`config.mk`:
```
export PLATFORM = sky130hd
export DESIGN_NAME = sha256_msg_padder
export DESIGN_NICKNAME = d
export VERILOG_FILES = /design/src/rtl/sha256_pkg.sv /design/src/rtl/sha256_last_word_mask.sv /design/src/rtl/sha256_msg_padder.sv
export SDC_FILE = /design/constraint.sdc
export NUM_CORES = 1
export LEC_CHECK = 0
export CAP_MARGIN = 25
export CORE_ASPECT_RATIO = 0.6
export CORE_MARGIN = 2
export CORE_UTILIZATION = 36
export DETAILED_ROUTE_END_ITERATION = 10
export GPL_TIMING_DRIVEN = 1
export PLACE_DENSITY = 0.6
export SLEW_MARGIN = 20
export SYNTH_ARGS = -nofsm -noshare
export SYNTH_HDL_FRONTEND = slang
export SYNTH_HIERARCHICAL = 1
export SYNTH_SLANG_ARGS = --single-unit
```
`constraint.sdc`:
```
create_clock -name clk -period 2.9 [get_ports clk]
set_clock_uncertainty 0.15 [all_clocks]
set_input_delay 0.29 -clock clk [delete_from_list [all_inputs] [get_ports clk]]
set_output_delay 0.29 -clock clk [all_outputs]
set_load 0.01 [all_outputs]
```
`src/rtl/sha256_pkg.sv`:
```
// Shared SHA-256 front-end definitions: padder state encoding, padding constants
// and the word-index helper used by the pad/length sequencer.
package sha256_pkg;

  typedef logic [2:0] pad_state_t;

  localparam pad_state_t ST_IDLE   = 3'd0;
  localparam pad_state_t ST_DATA   = 3'd1;
  localparam pad_state_t ST_PAD    = 3'd2;
  localparam pad_state_t ST_LEN_HI = 3'd3;
  localparam pad_state_t ST_LEN_LO = 3'd4;
  localparam pad_state_t ST_WAIT   = 3'd5;

  localparam logic [7:0] SHA256_PAD_BYTE        = 8'h80;
  localparam int         SHA256_WORDS_PER_BLOCK = 16;
  localparam logic [3:0] SHA256_LEN_HI_IDX      = 4'd14;
  localparam logic [3:0] SHA256_LEN_LO_IDX      = 4'd15;

  // State following a pad/zero word written at index idx.
  function automatic pad_state_t pad_next_state(input logic [3:0] idx);
    if (idx == SHA256_LEN_LO_IDX)
      return ST_WAIT;
    else if (idx == SHA256_LEN_HI_IDX - 4'd1)
      return ST_LEN_HI;
    else
      return ST_PAD;
  endfunction

endpackage

```
`src/rtl/sha256_last_word_mask.sv`:
```
// Final-transfer byte mask: keeps the first nbytes bytes, inserts 0x80, zero-fills.
// Exists only when SHA256_PADDER_BYTE_EN is defined.
`ifdef SHA256_PADDER_BYTE_EN
module sha256_last_word_mask
  import sha256_pkg::*;
(
  input  logic [31:0] data,
  input  logic [2:0]  nbytes,
  output logic [31:0] word
);

  always_comb begin
    word = data;
    if (nbytes < 3'd4) begin
      for (int b = 0; b < 4; b++) begin
        if (3'(b) == nbytes)
          word[31-8*b -: 8] = SHA256_PAD_BYTE;
        else if (3'(b) > nbytes)
          word[31-8*b -: 8] = 8'h00;
      end
    end
  end

endmodule
`endif

```
`src/rtl/sha256_msg_padder.sv`:
```
// SHA-256 message padder: streams words into the scheduler memory, appends 0x80,
// zero fill and bit length. Byte-granular final words need SHA256_PADDER_BYTE_EN.
//
// state  | meaning
// IDLE   | no message, length and word index cleared
// DATA   | accepting message words
// PAD    | writing the 0x80 word or zero words
// LEN_HI | writing word 14 = length[63:32]
// LEN_LO | writing word 15 = length[31:0]
// WAIT   | block complete, held until core_ack
module sha256_msg_padder
  import sha256_pkg::*;
#(
  parameter int LEN_W = 64
) (
  input  logic        clk,
  input  logic        reset_n,
  input  logic        in_valid,
  output logic        in_ready,
  input  logic [31:0] in_data,
  input  logic        in_last,
  input  logic [2:0]  in_nbytes,
  output logic [31:0] msg_word_out,
  output logic [3:0]  msg_word_addr,
  output logic        msg_write_en,
  output logic        block_start,
  output logic        block_valid,
  output logic        block_first,
  output logic        block_last,
  input  logic        core_ack,
  output logic        busy
);

  pad_state_t       state, state_n, pending, pending_n, cur_state;
  logic [3:0]       word_cnt, cnt_n, cur_cnt;
  logic [LEN_W-1:0] length, len_n;
  logic             first_flag, first_n, last_flag, last_n, pad80, pad80_n;
  logic             valid_n, we_n, start_n, accept;
  logic [31:0]      word_n, last_word;
  logic [3:0]       addr_n;
  logic [2:0]       eff_n;
  logic [63:0]      len64;

`ifdef SHA256_PADDER_BYTE_EN
  assign eff_n = (in_nbytes > 3'd4) ? 3'd4 : in_nbytes;

  sha256_last_word_mask u_mask (
    .data   (in_data),
    .nbytes (eff_n),
    .word   (last_word)
  );
`else
  assign eff_n     = (in_nbytes == 3'd0) ? 3'd0 : 3'd4;
  assign last_word = (eff_n == 3'd0) ? {SHA256_PAD_BYTE, 24'h0} : in_data;
`endif

  // A DATA block resumes on the ack edge itself so word 0 lands in the next cycle.
  assign in_ready = (state == ST_IDLE) || (state == ST_DATA) ||
                    ((state == ST_WAIT) && block_valid && core_ack && (pending == ST_DATA));
  assign accept      = in_valid && in_ready;
  assign busy        = (state != ST_IDLE);
  assign block_first = first_flag && block_valid;
  assign block_last  = last_flag && block_valid;

  always_comb begin
    len64 = '0;
    len64[LEN_W-1:0] = length;
  end

  always_comb begin
    state_n   = state;
    pending_n = pending;
    cnt_n     = word_cnt;
    len_n     = length;
    first_n   = first_flag;
    last_n    = last_flag;
    pad80_n   = pad80;
    valid_n   = block_valid;
    word_n    = msg_word_out;
    addr_n    = msg_word_addr;
    we_n      = 1'b0;
    start_n   = 1'b0;
    cur_state = state;
    cur_cnt   = word_cnt;

    if (state == ST_WAIT) begin
      if (!block_valid) begin
        valid_n = 1'b1;
      end else if (core_ack) begin
        valid_n = 1'b0;
        first_n = 1'b0;
        cnt_n   = 4'd0;
        cur_cnt = 4'd0;
        state_n = pending;
        if (pending == ST_IDLE) begin
          len_n  = '0;
          last_n = 1'b0;
        end else begin
          cur_state = pending;
        end
      end
    end

    case (cur_state)
      ST_IDLE, ST_DATA: begin
        if (accept) begin
          we_n    = 1'b1;
          addr_n  = cur_cnt;
          start_n = (cur_cnt == 4'd0);
          cnt_n   = cur_cnt + 4'd1;
          if (cur_state == ST_IDLE) first_n = 1'b1;
          if (!in_last) begin
            word_n  = in_data;
            len_n   = length + LEN_W'(32);
            state_n = (cur_cnt == 4'(SHA256_WORDS_PER_BLOCK - 1)) ? ST_WAIT : ST_DATA;
            pending_n = ST_DATA;
          end else begin
            word_n = last_word;
            len_n  = length + LEN_W'({eff_n, 3'b000});
            pending_n = ST_PAD;
            if (eff_n == 3'd4) begin
              pad80_n = 1'b1;
              state_n = (cur_cnt == SHA256_LEN_LO_IDX) ? ST_WAIT : ST_PAD;
            end else begin
              state_n = pad_next_state(cur_cnt);
            end
          end
        end
      end
      ST_PAD: begin
        we_n      = 1'b1;
        addr_n    = cur_cnt;
        start_n   = (cur_cnt == 4'd0);
        word_n    = pad80 ? {SHA256_PAD_BYTE, 24'h0} : 32'h0;
        pad80_n   = 1'b0;
        cnt_n     = cur_cnt + 4'd1;
        state_n   = pad_next_state(cur_cnt);
        pending_n = ST_PAD;
      end
      ST_LEN_HI: begin
        we_n    = 1'b1;
        addr_n  = SHA256_LEN_HI_IDX;
        word_n  = len64[63:32];
        cnt_n   = SHA256_LEN_LO_IDX;
        state_n = ST_LEN_LO;
      end
      ST_LEN_LO: begin
        we_n      = 1'b1;
        addr_n    = SHA256_LEN_LO_IDX;
        word_n    = len64[31:0];
        state_n   = ST_WAIT;
        pending_n = ST_IDLE;
        last_n    = 1'b1;
      end
      default: ;
    endcase
  end

  always_ff @(posedge clk or negedge reset_n) begin
    if (!reset_n) begin
      state         <= ST_IDLE;
      pending       <= ST_IDLE;
      word_cnt      <= 4'd0;
      length        <= '0;
      first_flag    <= 1'b0;
      last_flag     <= 1'b0;
      pad80         <= 1'b0;
      block_valid   <= 1'b0;
      msg_word_out  <= 32'h0;
      msg_word_addr <= 4'd0;
      msg_write_en  <= 1'b0;
      block_start   <= 1'b0;
    end else begin
      state         <= state_n;
      pending       <= pending_n;
      word_cnt      <= cnt_n;
      length        <= len_n;
      first_flag    <= first_n;
      last_flag     <= last_n;
      pad80         <= pad80_n;
      block_valid   <= valid_n;
      msg_word_out  <= word_n;
      msg_word_addr <= addr_n;
      msg_write_en  <= we_n;
      block_start   <= start_n;
    end
  end

endmodule

```
==> out/qor.yml, run 1 <==
fin_nets: 762
synth_nets: 674
finalHoldWorstSlack_ns: 0.216
place_inst: 908
vias: 5407
start_util: 0.366
timing.final.hold_violations: 0
critPathBufInv: 2
syn_avg_cell_area_sq_um: 9.38
rsz0062_at_grt: "false"
fin_crit_sh: 0.947
path_class: "reg2out"
worst_setup_path_start_kind: "flop"
worstPathRequired_ns: 2.46
io_pins: 83
n_fill_cell: 1484
peakVddDrop_mv: 0.439
synth_edf_count: 0
synth_ff_type: "dfrtp_1"
synth-seq-cells: 115
antenna_left: 0
cp.arrival_ns: 2.31
fp-row-count: 36
worstPathCellList: "nand3b_1, o22a_1, inv_2, clkdlybuf4s50_1"
grt_usage: 0.207
layout_commonest_cell: "dfrtp_1"
drc_errors: 0
seq_area_frac_synth: 0.486
syn_area_sq_um: 5920
crit_family: "buffers and inverters"
clock-root-buffer: "clkbuf_16"
cts_setup_buffers: 0
cp-end-kind: "primary output"
setup_viol_count_final: 0
grt_pass1_vias: 5225
die_w_um: 170
place_ws_ns: 0.0678
drt_iter0_drc: 486
numCtsBuffers: 17
vias_per_cell: 5.75
async_reset_ff_frac: 1.00
portBuffers: 82
outcome: "finished, final reports clean"
synthCells: 631
timing.fmax_mhz: 364
core_sq_um: 16200
first_pass_iters: 5
cts_tree: "done"
grt_pass1_wl_um: 28000
setup_ws_ns: 0.154
maxSlewHeadroom: 0.579
power_density_nw_per_um2: 969
cts.sinks: 115
hpwl_um: 11500
dieArea_sq_um: 17500
leakage_nw: 3.15
cp_max_fo: 13
grt_max_degree: 62
critical-path-max-stage-delay_ns: 0.60
fp.dieH_um: 103
final_cell_mix: "dfrtp_1 (114), clkdlybuf4s50_1 (81), nand2_1 (63)"
wl_um: 17000
path_clk_slew_ns: 0.06
synth_warnings: 6
cpMaxStageDelayCell: "clkdlybuf4s50_1"
drv_cap: 0
clkLatencyLatePin_ns: 0.42
drv_slew: 0
gr-total-overflow: 0
diodes: 0
antenna_found_initial: 0
drive_gt1_frac: 0.0917
area_delta_synth_final_pct: 30.2
clk_path_buf_depth: 2
final_cells: 940
fin_crit_ns: 2.75
post_drt_wl_per_cell_um: 18.1
place.gp.congestion: 0.859
tns_ns: 0
hp-class: "in2async"
htree_levels: 4
worstMarginPinSlew_ns: 0.630
synth_cell_type_count: 55
through the flow:
stage               power, mW  cell area, sq um  utilization
global route             7.99              7710        0.477
floorplan                3.95              5920            -
detailed placement       5.32              7080        0.438
finish                   7.47              7710        0.477
global placement         5.25              7080        0.438
CTS                      7.55              7700        0.476
repair_timing:
| action | 4_1_cts | 5_1_grt |
|---|---|---|
| hold buffers | 1 | 0 |
| resized for setup | 0 | 1 |
| endpoints found under the setup margin | 0 | 1 |
| hold endpoints to repair | 30 | 0 |
state kept, by name, indices dropped and copies added, names as in the netlist:
signal         cells
word_cnt           4
first_flag         1
pad80              1
state              3
msg_word_out      32
pending            2
last_flag          1
msg_write_en       1
msg_word_addr      4
block_start        1
len64             64
block_valid        1
power breakdown:
group | switching (mW) | internal, mW
sequential | 0.332 | 2.01
clock | 0.741 | 1.45
combinational | 1.58 | 1.35
total | 2.66 | 4.82
Yosys cell counts, types with 2 or more instances:
| library cell | n | share of area |
|---|---|---|
| and4_1 | 3 | 0.0044 |
| nand3_1 | 34 | 0.029 |
| a211oi_1 | 2 | 0.0025 |
| nand2_1 | 63 | 0.040 |
| a22oi_1 | 2 | 0.0025 |
| xnor2_1 | 5 | 0.0074 |
| clkbuf_2 | 2 | 0.0017 |
| and2_1 | 9 | 0.0095 |
| nor2_1 | 64 | 0.041 |
| xor2_1 | 7 | 0.010 |
| ha_1 | 3 | 0.0063 |
| o31ai_1 | 13 | 0.016 |
| clkbuf_1 | 26 | 0.016 |
| and3_1 | 8 | 0.0085 |
| nand4b_1 | 2 | 0.0030 |
| o32ai_1 | 2 | 0.0030 |
| buf_2 | 13 | 0.011 |
| inv_1 | 9 | 0.0057 |
| nand2b_1 | 6 | 0.0063 |
| nor4_4 | 2 | 0.0072 |
| nor4_1 | 6 | 0.0063 |
| a21oi_1 | 42 | 0.036 |
| nand4_1 | 21 | 0.022 |
| o21ai_0 | 7 | 0.0059 |
| o2111ai_1 | 2 | 0.0030 |
| dfrtp_1 | 115 | 0.49 |
| nor2b_1 | 5 | 0.0053 |
| mux2i_1 | 30 | 0.051 |
| a31oi_1 | 2 | 0.0021 |
| nor3_2 | 2 | 0.0034 |
| or3_1 | 2 | 0.0021 |
| nor3_1 | 49 | 0.041 |
| o21a_1 | 4 | 0.0051 |
| o211ai_1 | 17 | 0.022 |
| a221oi_1 | 31 | 0.046 |
| o311ai_0 | 2 | 0.0030 |
routing by layer:
layer	wire length, um	GRT usage
met4	226	0.0638
met2	6830	0.284
met1	8590	0.315
met3	1370	0.0533
met5	0	0
area by class of cell:
class	count	area (sq um)	share of cell area
Tap cell	209	262	0.0339
Timing Repair Buffer	110	1080	0.140
Multi-Input combinational cell	465	2840	0.369
Clock inverter	10	158	0.0205
Clock buffer	21	450	0.0584
Inverter	10	37.5	0.00487
Sequential cell	115	2880	0.373
path summary, 6_finish.rpt:
check                      depth (start not counted)       from     endpoint  slack (ns)
setup / recovery                                   4   state[1]     in_ready        0.15
min in group clk                                   1  last_flag    last_flag        0.32
setup reg to reg                                   7   state[1]    len64[53]        0.49
hold / removal                                     2    reset_n  block_start        0.22
max in group asynchronous                          3    reset_n     len64[9]        1.70
hold reg to reg                                    1  last_flag    last_flag        0.32
kinds of logic (layout without fill, tap and decap cells):
logic type / count (synthesis) / in the layout / share of synthesized area
and+or+nand+nor: 284 / 284 / 0.243
AOI/OAI and AO/OA: 136 / 136 / 0.160
DFF: 115 / 115 / 0.486
buffers and inverters: 51 / 151 / 0.0355
muxes: 30 / 30 / 0.0507
xor gates and xnor gates: 12 / 12 / 0.0178
adders and majority gates: 3 / 3 / 0.00634
worst reg2reg max path: cells and delay by family (launching register included):
family / cells / cell delay [ns]
buffers and inverters: 2 / 0.42
AOI/OAI and AO/OA: 1 / 0.30
and+or+nand+nor: 3 / 0.76
DFF: 1 / 0.51
muxes: 1 / 0.21
Note: power is estimated with default switching activity, not from simulation.
==> run 2, diff against run 1 <==
--- a/config.mk
+++ b/config.mk
@@ -11,7 +11,7 @@
 export CORE_UTILIZATION = 36
 export DETAILED_ROUTE_END_ITERATION = 10
 export GPL_TIMING_DRIVEN = 1
-export PLACE_DENSITY = 0.6
+export PLACE_DENSITY_LB_ADDON = 0.15
 export SLEW_MARGIN = 20
 export SYNTH_ARGS = -nofsm -noshare
 export SYNTH_HDL_FRONTEND = slang
==> run 2 against run 1 <==
Non-clock buffer count grew 6. Sequential power barely moved. Global-route usage grew 0.47 points. Combinational power about the same. Fmax down 1.5%. Utilization down 0.062 points. Sequential share of layout area hardly changed. Largest power group unchanged. Largest cell class unchanged.
==> out/qor.yml, run 2 (same netlist as run 1, synthesis figures left out) <==
grt_max_degree: 49
numCtsBuffers: 17
setup_viol_count_final: 0
tns_ns: 0
pwr-share-comb: 0.398
cts_tree: "done"
fp-row-count: 36
fin_crit_sh: 0.961
cts_setup_buffers: 0
worstMarginPinSlew_ns: 0.889
drive_gt1_frac: 0.0992
cpMaxStageDelayCell: "clkdlybuf4s50_1"
grt_pass1_wl_um: 28400
clk_path_buf_depth: 2
die_w_um: 170
leakage_nw: 3.16
vias: 5410
start_util: 0.366
grt_usage: 0.211
cts.sinks: 115
dieArea_sq_um: 17500
hpwl_um: 12200
cp-end-kind: "primary output"
post_drt_wl_per_cell_um: 18.5
r2r_start: "state[1]"
worstReg2RegEnd: "len64[59]"
io_pins: 83
drv_cap: 0
setup_ws_ns: 0.112
switchingPower_mw: 2.71
antenna_found_initial: 0
path_clk_slew_ns: 0.05
cp_max_fo: 13
crit_family: "buffers and inverters"
hp-class: "in2async"
peakVddDrop_mv: 0.440
rsz0062_at_grt: "false"
cp.arrival_ns: 2.35
area_delta_synth_final_pct: 30.1
clock-root-buffer: "clkbuf_16"
drc_errors: 0
critPathBufInv: 2
drt_iter0_drc: 349
timing.fmax_mhz: 359
fp.dieH_um: 103
worstPathCellList: "nand3b_1, o22a_1, inv_2, clkdlybuf4s50_1"
htree_levels: 4
diodes: 0
antenna_left: 0
first_pass_iters: 4
timing.final.hold_violations: 0
rr_worst_depth: 6
layout_commonest_cell: "dfrtp_1"
path_class: "reg2out"
outcome: "finished, final reports clean"
drv_slew: 0
internal-power_mw: 4.77
clockPowerShare: 0.289
vias_per_cell: 5.72
p_sw_frac: 0.362
portBuffers: 82
critical-path-max-stage-delay_ns: 0.60
grt_pass1_vias: 5314
core_sq_um: 16200
power_density_nw_per_um2: 971
place_ws_ns: 0.0792
wl_um: 17500
final_cell_mix: "dfrtp_1 (114), clkdlybuf4s50_1 (81), nand2_1 (63)"
fin_crit_ns: 2.79
worstPathRequired_ns: 2.46
largest_reg_flops: 64
worst_setup_path_start_kind: "flop"
clkLatencyLatePin_ns: 0.42
maxSlewHeadroom: 0.407
gr-total-overflow: 0
rrSetupSlack_ns: 0.36
place.gp.congestion: 0.860
fin_nets: 768
seqPwrFrac: 0.313
-- run 2: repair_timing --
action	CTS	global route
gates resized for setup	0	1
setup endpoints to repair	0	1
hold endpoints to repair	45	0
hold buffers	1	0
-- run 2: power by group through the flow --
stage | Combinational (mW) | Clock [mW] | Sequential [mW]
after global routing | 3.29 | 2.27 | 2.39
after floorplan | 1.58 | 0 | 2.37
after global placement | 2.92 | 0 | 2.33
after detailed placement | 2.97 | 0 | 2.35
final | 2.97 | 2.16 | 2.34
after CTS | 2.98 | 2.19 | 2.34
-- run 2: worst max path at each step --
stage	end	cells after the start	start	slack (ns)
after floorplan	len64[27]	11	in_nbytes[1]	0.44
after global placement	len64[27]	11	in_nbytes[1]	0.15
after detailed placement	len64[59]	10	in_nbytes[2]	0.08
after CTS	in_ready	4	state[2]	0.10
after global routing	in_ready	4	state[1]	0.06
final	in_ready	4	state[1]	0.11
-- run 2: worst register-to-register path: stages (launching register included) --
cell      delay [ns]
dfrtp_1         0.51
nand3b_1        0.33
o22a_1          0.28
inv_2           0.21
nand4_1         0.29
nor4_1          0.44
mux2i_1         0.25
-- run 2: through the flow --
step / power (mW) / util / hold slack, ns / area (sq um) / cells
floorplan: 3.95 / - / -0.156 / 5920 / 631
global placement: 5.25 / 0.439 / 0.208 / 7090 / 914
detailed placement: 5.33 / 0.439 / 0.213 / 7090 / 914
CTS: 7.51 / 0.476 / 0.311 / 7700 / 945
global route: 7.95 / 0.476 / 0.316 / 7700 / 945
finish: 7.48 / 0.476 / 0.276 / 7700 / 945
-- run 2: layout make-up --
type | instances | area [sq um]
Fill cell | 1508 | 8470
Sequential cell | 115 | 2880
Multi-Input combinational cell | 465 | 2840
Timing Repair Buffer | 116 | 1090
Clock buffer | 19 | 433
Tap cell | 209 | 262
Clock inverter | 11 | 163
Inverter | 10 | 37.5
-- run 2: per-layer routing --
layer  track usage  vias to the layer above  wire length, um
met3        0.0479                       21              944
met2         0.316                      177             7480
met4        0.0605                        0              189
met5             0                        -                0
met1         0.309                     2682             8910
li1              -                     2530                -
==> run 3, diff against run 2 <==
--- a/config.mk
+++ b/config.mk
@@ -12,6 +12,7 @@
 export DETAILED_ROUTE_END_ITERATION = 10
 export GPL_TIMING_DRIVEN = 1
 export PLACE_DENSITY_LB_ADDON = 0.15
+export SKIP_LAST_GASP = 1
 export SLEW_MARGIN = 20
 export SYNTH_ARGS = -nofsm -noshare
 export SYNTH_HDL_FRONTEND = slang
==> results of run 3 <==
The final DEF is identical to that of run 2; final timing and power are the same.
